### src/rtl/seg7_scan_driver.sv
// Four-digit hex scanner for a common-anode 7-segment display, with double-buffered
// value updates, leading-zero suppression, per-digit decimal points and PWM dimming.
module seg7_scan_driver #(
    parameter int CLK_FREQ   = 50_000_000,
    parameter int REFRESH_HZ = 1000,
    parameter int DUTY_BITS  = 3
) (
    input  logic                 clk,
    input  logic                 reset_n,
    input  logic                 load,
    input  logic [15:0]          value,
    input  logic [3:0]           dp_in,
    input  logic                 blank_lz,
    input  logic [DUTY_BITS-1:0] brightness,
    output logic                 ready,
    output logic                 frame_tick,
    output logic [6:0]           segs,
    output logic                 dp,
    output logic [3:0]           an
);

    localparam int DIG_PERIOD = CLK_FREQ / REFRESH_HZ;
    localparam int CW         = (DIG_PERIOD > 2) ? $clog2(DIG_PERIOD) : 1;
    localparam logic [CW-1:0] CNT_LAST = CW'(DIG_PERIOD - 1);

    if (DIG_PERIOD < 2 || DIG_PERIOD < (1 << DUTY_BITS)) begin : g_bad_params
        $fatal(1, "seg7_scan_driver: DIG_PERIOD must be >= 2 and >= 2**DUTY_BITS");
    end

    logic [CW-1:0] cnt;
    logic [1:0]    idx;
    logic [15:0]   shadow_val, pend_val;
    logic [3:0]    shadow_dp, pend_dp;

    logic       term, wrap, en, blank;
    logic [3:0] nib, zero_above;

    function automatic logic [6:0] decode(input logic [3:0] n);
        case (n)
            4'h0: decode = 7'h40;  4'h1: decode = 7'h79;
            4'h2: decode = 7'h24;  4'h3: decode = 7'h30;
            4'h4: decode = 7'h19;  4'h5: decode = 7'h12;
            4'h6: decode = 7'h02;  4'h7: decode = 7'h78;
            4'h8: decode = 7'h00;  4'h9: decode = 7'h10;
            4'hA: decode = 7'h08;  4'hB: decode = 7'h03;
            4'hC: decode = 7'h46;  4'hD: decode = 7'h21;
            4'hE: decode = 7'h06;  default: decode = 7'h0E;
        endcase
    endfunction

    always_comb begin
        term = (cnt == CNT_LAST);
        wrap = term && (idx == 2'd3);
        // Blank the first cycle of each slot so the previous digit never ghosts.
        en   = (cnt != '0) && (cnt[DUTY_BITS-1:0] <= brightness);
        nib  = shadow_val[{idx, 2'b00} +: 4];
        zero_above[3] = (shadow_val[15:12] == 4'h0);
        zero_above[2] = zero_above[3] && (shadow_val[11:8] == 4'h0);
        zero_above[1] = zero_above[2] && (shadow_val[7:4] == 4'h0);
        zero_above[0] = 1'b0;
        blank = blank_lz && zero_above[idx];
    end

    always_ff @(posedge clk or negedge reset_n) begin
        if (!reset_n) begin
            cnt        <= '0;
            idx        <= '0;
            frame_tick <= 1'b0;
            ready      <= 1'b1;
            pend_val   <= '0;
            pend_dp    <= '0;
            shadow_val <= '0;
            shadow_dp  <= '0;
            segs       <= 7'h7F;
            dp         <= 1'b1;
            an         <= 4'hF;
        end else begin
            if (term) begin
                cnt <= '0;
                idx <= idx + 2'd1;
            end else begin
                cnt <= cnt + 1'b1;
            end
            frame_tick <= wrap;

            // A load accepted on the wrap edge itself waits for the next frame.
            if (wrap && !ready) begin
                shadow_val <= pend_val;
                shadow_dp  <= pend_dp;
                ready      <= 1'b1;
            end else if (load && ready) begin
                pend_val <= value;
                pend_dp  <= dp_in;
                ready    <= 1'b0;
            end

            segs <= blank ? 7'h7F : decode(nib);
            dp   <= ~shadow_dp[idx];
            an   <= en ? ~(4'b0001 << idx) : 4'hF;
        end
    end

endmodule
### config.mk
export PLATFORM = sky130hd
export DESIGN_NAME = seg7_scan_driver
export DESIGN_NICKNAME = d
export VERILOG_FILES = /design/src/rtl/seg7_scan_driver.sv
export SDC_FILE = /design/constraint.sdc
export NUM_CORES = 1
export LEC_CHECK = 0
export CAP_MARGIN = 15
export CORE_MARGIN = 5
export CORE_UTILIZATION = 29
export CTS_CLUSTER_SIZE = 8
export DETAILED_ROUTE_END_ITERATION = 10
export GPL_ROUTABILITY_DRIVEN = 0
export PLACE_DENSITY_LB_ADDON = 0.08
export SETUP_SLACK_MARGIN = 0.15
export SLEW_MARGIN = 20
export SYNTH_ARGS = -nofsm -noshare
export SYNTH_HDL_FRONTEND = slang
export SYNTH_SLANG_ARGS = --single-unit
### constraint.sdc
create_clock -name clk -period 5.4 [get_ports clk]
set_input_delay 0.54 -clock clk [delete_from_list [all_inputs] [get_ports clk]]
set_output_delay 0.54 -clock clk [all_outputs]
set_load 0.02 [all_outputs]
==> impl_metrics.tcl <==
set metrics [dict create \
    dieArea_um2 14200 \
    skew_ps 7.16 \
    die_height_um 119 \
    totalWireLength_mm 6.89 \
    crit_path_buffers_inverters 0 \
    max-cap-violations 0 \
    io_buffer_count 40 \
    cts.reportedPaths.clkPinSlew_ps 60 \
    path_delay_family "simple AND/OR/NAND/NOR gates" \
    finalHoldViolations 0 \
    cp_data_arrival_time_ps 2690 \
    min-delay-path-class "in -> async" \
    num_vias 2088 \
    report.power.total_uw 1260 \
    synth_compound_gate_area_share_pct 3.75 \
    rsz0062_at_grt "no" \
    seq_area_frac_synth_pct 52.5 \
    layout.nets 349 \
    yosys_register_bits 72 \
    design.core.area_um2 11900 \
    synth_cell_type_count 41 \
    pwr_density_cell_nw_per_um2 291 \
    drive_above_1_share_pct 26.3 \
    grt_antenna_before_repair 0 \
    synth_most_common_cell "sky130_fd_sc_hd__dfrtp_1" \
    worstSetupStartpointType "flop" \
    detail_route.vias_per_cell 4.55 \
    netlist.area_leader.share_pct 42.6 \
    r2r-end "shadow_val[14]" \
    timing.critical_path.required_ps 5620 \
    grt_use_total_pct 10.7 \
    period_minus_slack_ps 2470 \
    synth-xor-area-share_pct 4.04 \
    maxSlewHeadroom_pct 38.0 \
    cts.repair_timing.setup_buffer_count 0 \
    totalNegativeSetupSlack_ps 0 \
    grt_pass1_vias 2263 \
    critical_path.endpoint_type "flop" \
    syn-instance-count 265 \
    worst_r2r_path_depth 5 \
    place_hpwl_mm 4.69 \
    synth_fa_ha_area_share_pct 5.42 \
    critical_path.slowest_cell "sky130_fd_sc_hd__nor2_4" \
    clock_tree_from_tritoncts "built" \
    mappedNetlistArea_um2 3470 \
    reg2reg_slack_ps 2930 \
    power.internal_uw 994 \
    status "finished clean" \
    timing.critical_path.cells "or4_4 -> nor4_4 -> nand3_2 -> nor2_4 -> mux2_4" \
    worst_skew_pair.late_latency_ps 340 \
    cts_num_sinks 72 \
    dr.first_iter.drc_count 85 \
    grt.overflow.total 0 \
    grt_start_max_net_pins 73 \
    ioPinCount 41 \
    die_width_um 119 \
    timing.critical_path.fanout_max 20 \
    max_stage_delay_ps 630 \
    num_rows 40 \
    comb_power_share_pct 3.9 \
    achievable_clock_frequency_mhz 405 \
    num_antenna_cells 0 \
    main_combinational_cell_family_by_area_after_synthesis "multiplexers" \
    seqPwrFrac_pct 45.2 \
    routedWlPerCell_um 15.0 \
    leakagePower_uw 0.00187 \
    timing_worst_slew_pin_value_ps 930 \
    setup.worst_path.class "reg -> reg" \
    syn_to_final_growth_pct 24.5 \
    synth_top_cells_by_area "sky130_fd_sc_hd__dfrtp_1 (43%), sky130_fd_sc_hd__dfstp_2 (9.9%), sky130_fd_sc_hd__mux2_4 (8.7%), sky130_fd_sc_hd__mux2_2 (7.1%), sky130_fd_sc_hd__ha_1 (5.4%)" \
    initial_core_util_pct 29.2 \
    syn-mean-instance-area_um2 13.1 \
    cts_htree_levels 3 \
    crit-reg2reg-launch "cnt[11]" \
    post_synth_edffs 0 \
    post-route-drc-count 0 \
    synth_async_sr_flop_share_pct 100 \
    synth_simple_gate_area_share_pct 10.9 \
    netlist.top_cell.by_area "sky130_fd_sc_hd__dfrtp_1" \
    ir_drop_uv 198 \
    drtPass1Iterations 4 \
    netSwitchingFraction_pct 21.0 \
    timing.final.max_slew_violations 0 \
    cts-resized-gates 0 \
    finalCritPeriodShare_pct 45.8 \
    tritoncts.num_buffers 9 \
    grt_pass1_wl_mm 11.8 \
    clk_root_buffer_cell "sky130_fd_sc_hd__clkbuf_16" \
    postCtsHoldBufs 0 \
    final-setup-viol-count 0 \
    postSynthNetCount 307 \
    cts-root-to-sink-buffers 2 \
    synth_common_cells "sky130_fd_sc_hd__dfrtp_1 (59), sky130_fd_sc_hd__mux2_2 (22), sky130_fd_sc_hd__mux2_4 (20)" \
    clock_power_share_pct 50.9 \
    synth_warnings 0 \
    power.net_switching_uw 263 \
    synth_mux_area_share_pct 20.6 \
    postRouteAntennaNets 0 \
    synth_flop_cell "sky130_fd_sc_hd__dfrtp_1" \
]
-- sequential cells by signal, indices dropped and copies added (netlist names) --
name / count
idx: 2
pend_val: 16
an: 4
segs: 7
ready: 1
cnt: 16
frame_tick: 1
dp: 1
pend_dp: 4
shadow_val: 16
shadow_dp: 4
-- worst max-delay path by stage --
stage | from | endpoint | slack [ps] | cells after the start
after global placement | cnt[11] | shadow_val[14] | 2930 | 5
after floorplan | cnt[11] | shadow_dp[0] | 3420 | 6
final | cnt[11] | shadow_val[14] | 2930 | 5
after global routing | idx[0] | segs[0] | 2780 | 7
after CTS | cnt[10] | shadow_val[14] | 2890 | 5
after detailed placement | cnt[11] | shadow_val[3] | 2890 | 5
-- layout by cell type (no fill, tap or decap), drive strengths merged, types with 2 or more instances in the layout --
master         synthesis  final
clkdlybuf4s50          0     39
o221ai                 2      2
o211ai                 3      3
xnor2                 10     10
nor2                  11     11
a21oi                  4      4
o22ai                  2      2
dfstp                 13     13
mux2                  42     42
xor2                   6      6
nand4                  5      5
buf                    6      2
nor4                   5      5
ha                    15     15
clkbuf                 4      9
nand3                 10     10
and3                   3      3
mux4                   3      3
inv                   10     11
dfrtp                 59     59
nand2                 19     19
mux2i                 10     10
o21ai                  5      5
nor3                   2      2
clkinv                 0      3
nor2b                  2      2
bufinv                 0      2
and4                   4      4
-- power groups by stage --
stage	Sequential [uW]	Clock [uW]	Combinational, uW
after global placement	578	0	50.4
after global routing	570	688	55.6
final	568	640	49.2
after CTS	568	666	51.2
after floorplan	574	0	17.8
after detailed placement	578	0	51.2
-- worst register-to-register path, delay by kind of cell, from the launching register on --
family           cells  cell delay, ps
and+or+nand+nor      4            1570
DFF                  1             430
muxes                1             360
-- through the flow --
stage | instances | utilization, % | area (um^2) | hold slack, ps | worst slack [ps]
2_1_floorplan | 265 | - | 3470 | 244 | 3420
3_3_place_gp | 443 | 33.7 | 4000 | 487 | 2930
3_5_place_dp | 443 | 33.7 | 4000 | 492 | 2890
4_1_cts | 459 | 36.4 | 4320 | 465 | 2890
5_1_grt | 459 | 36.4 | 4320 | 512 | 2780
6_report | 459 | 36.4 | 4320 | 419 | 2930
-- routing by layer --
metal / global-route usage, % / up-vias / wire (um)
met3: 4.80 / 8 / 385
li1: - / 1029 / -
met4: 3.87 / 0 / 102
met2: 15.4 / 36 / 3030
met1: 14.1 / 1015 / 3370
met5: 0 / - / 0
-- kinds of logic (layout without fill, tap and decap cells) --
kind of cell | after synthesis | in the layout
simple gates | 67 | 67
mux | 55 | 55
fa+ha+maj | 15 | 15
buf+inv | 20 | 67
flops | 72 | 72
xor+xnor | 16 | 16
compound gates | 20 | 20
-- area by class of cell --
class	count	area [um^2]
tap	147	184
multi-input combinational	173	1550
clock buffer	9	225
clock inverter	7	95.1
timing repair buffer	41	403
fill	1156	7550
inverter	10	37.5
sequential	72	1820
(Power assumes the default switching activity.)
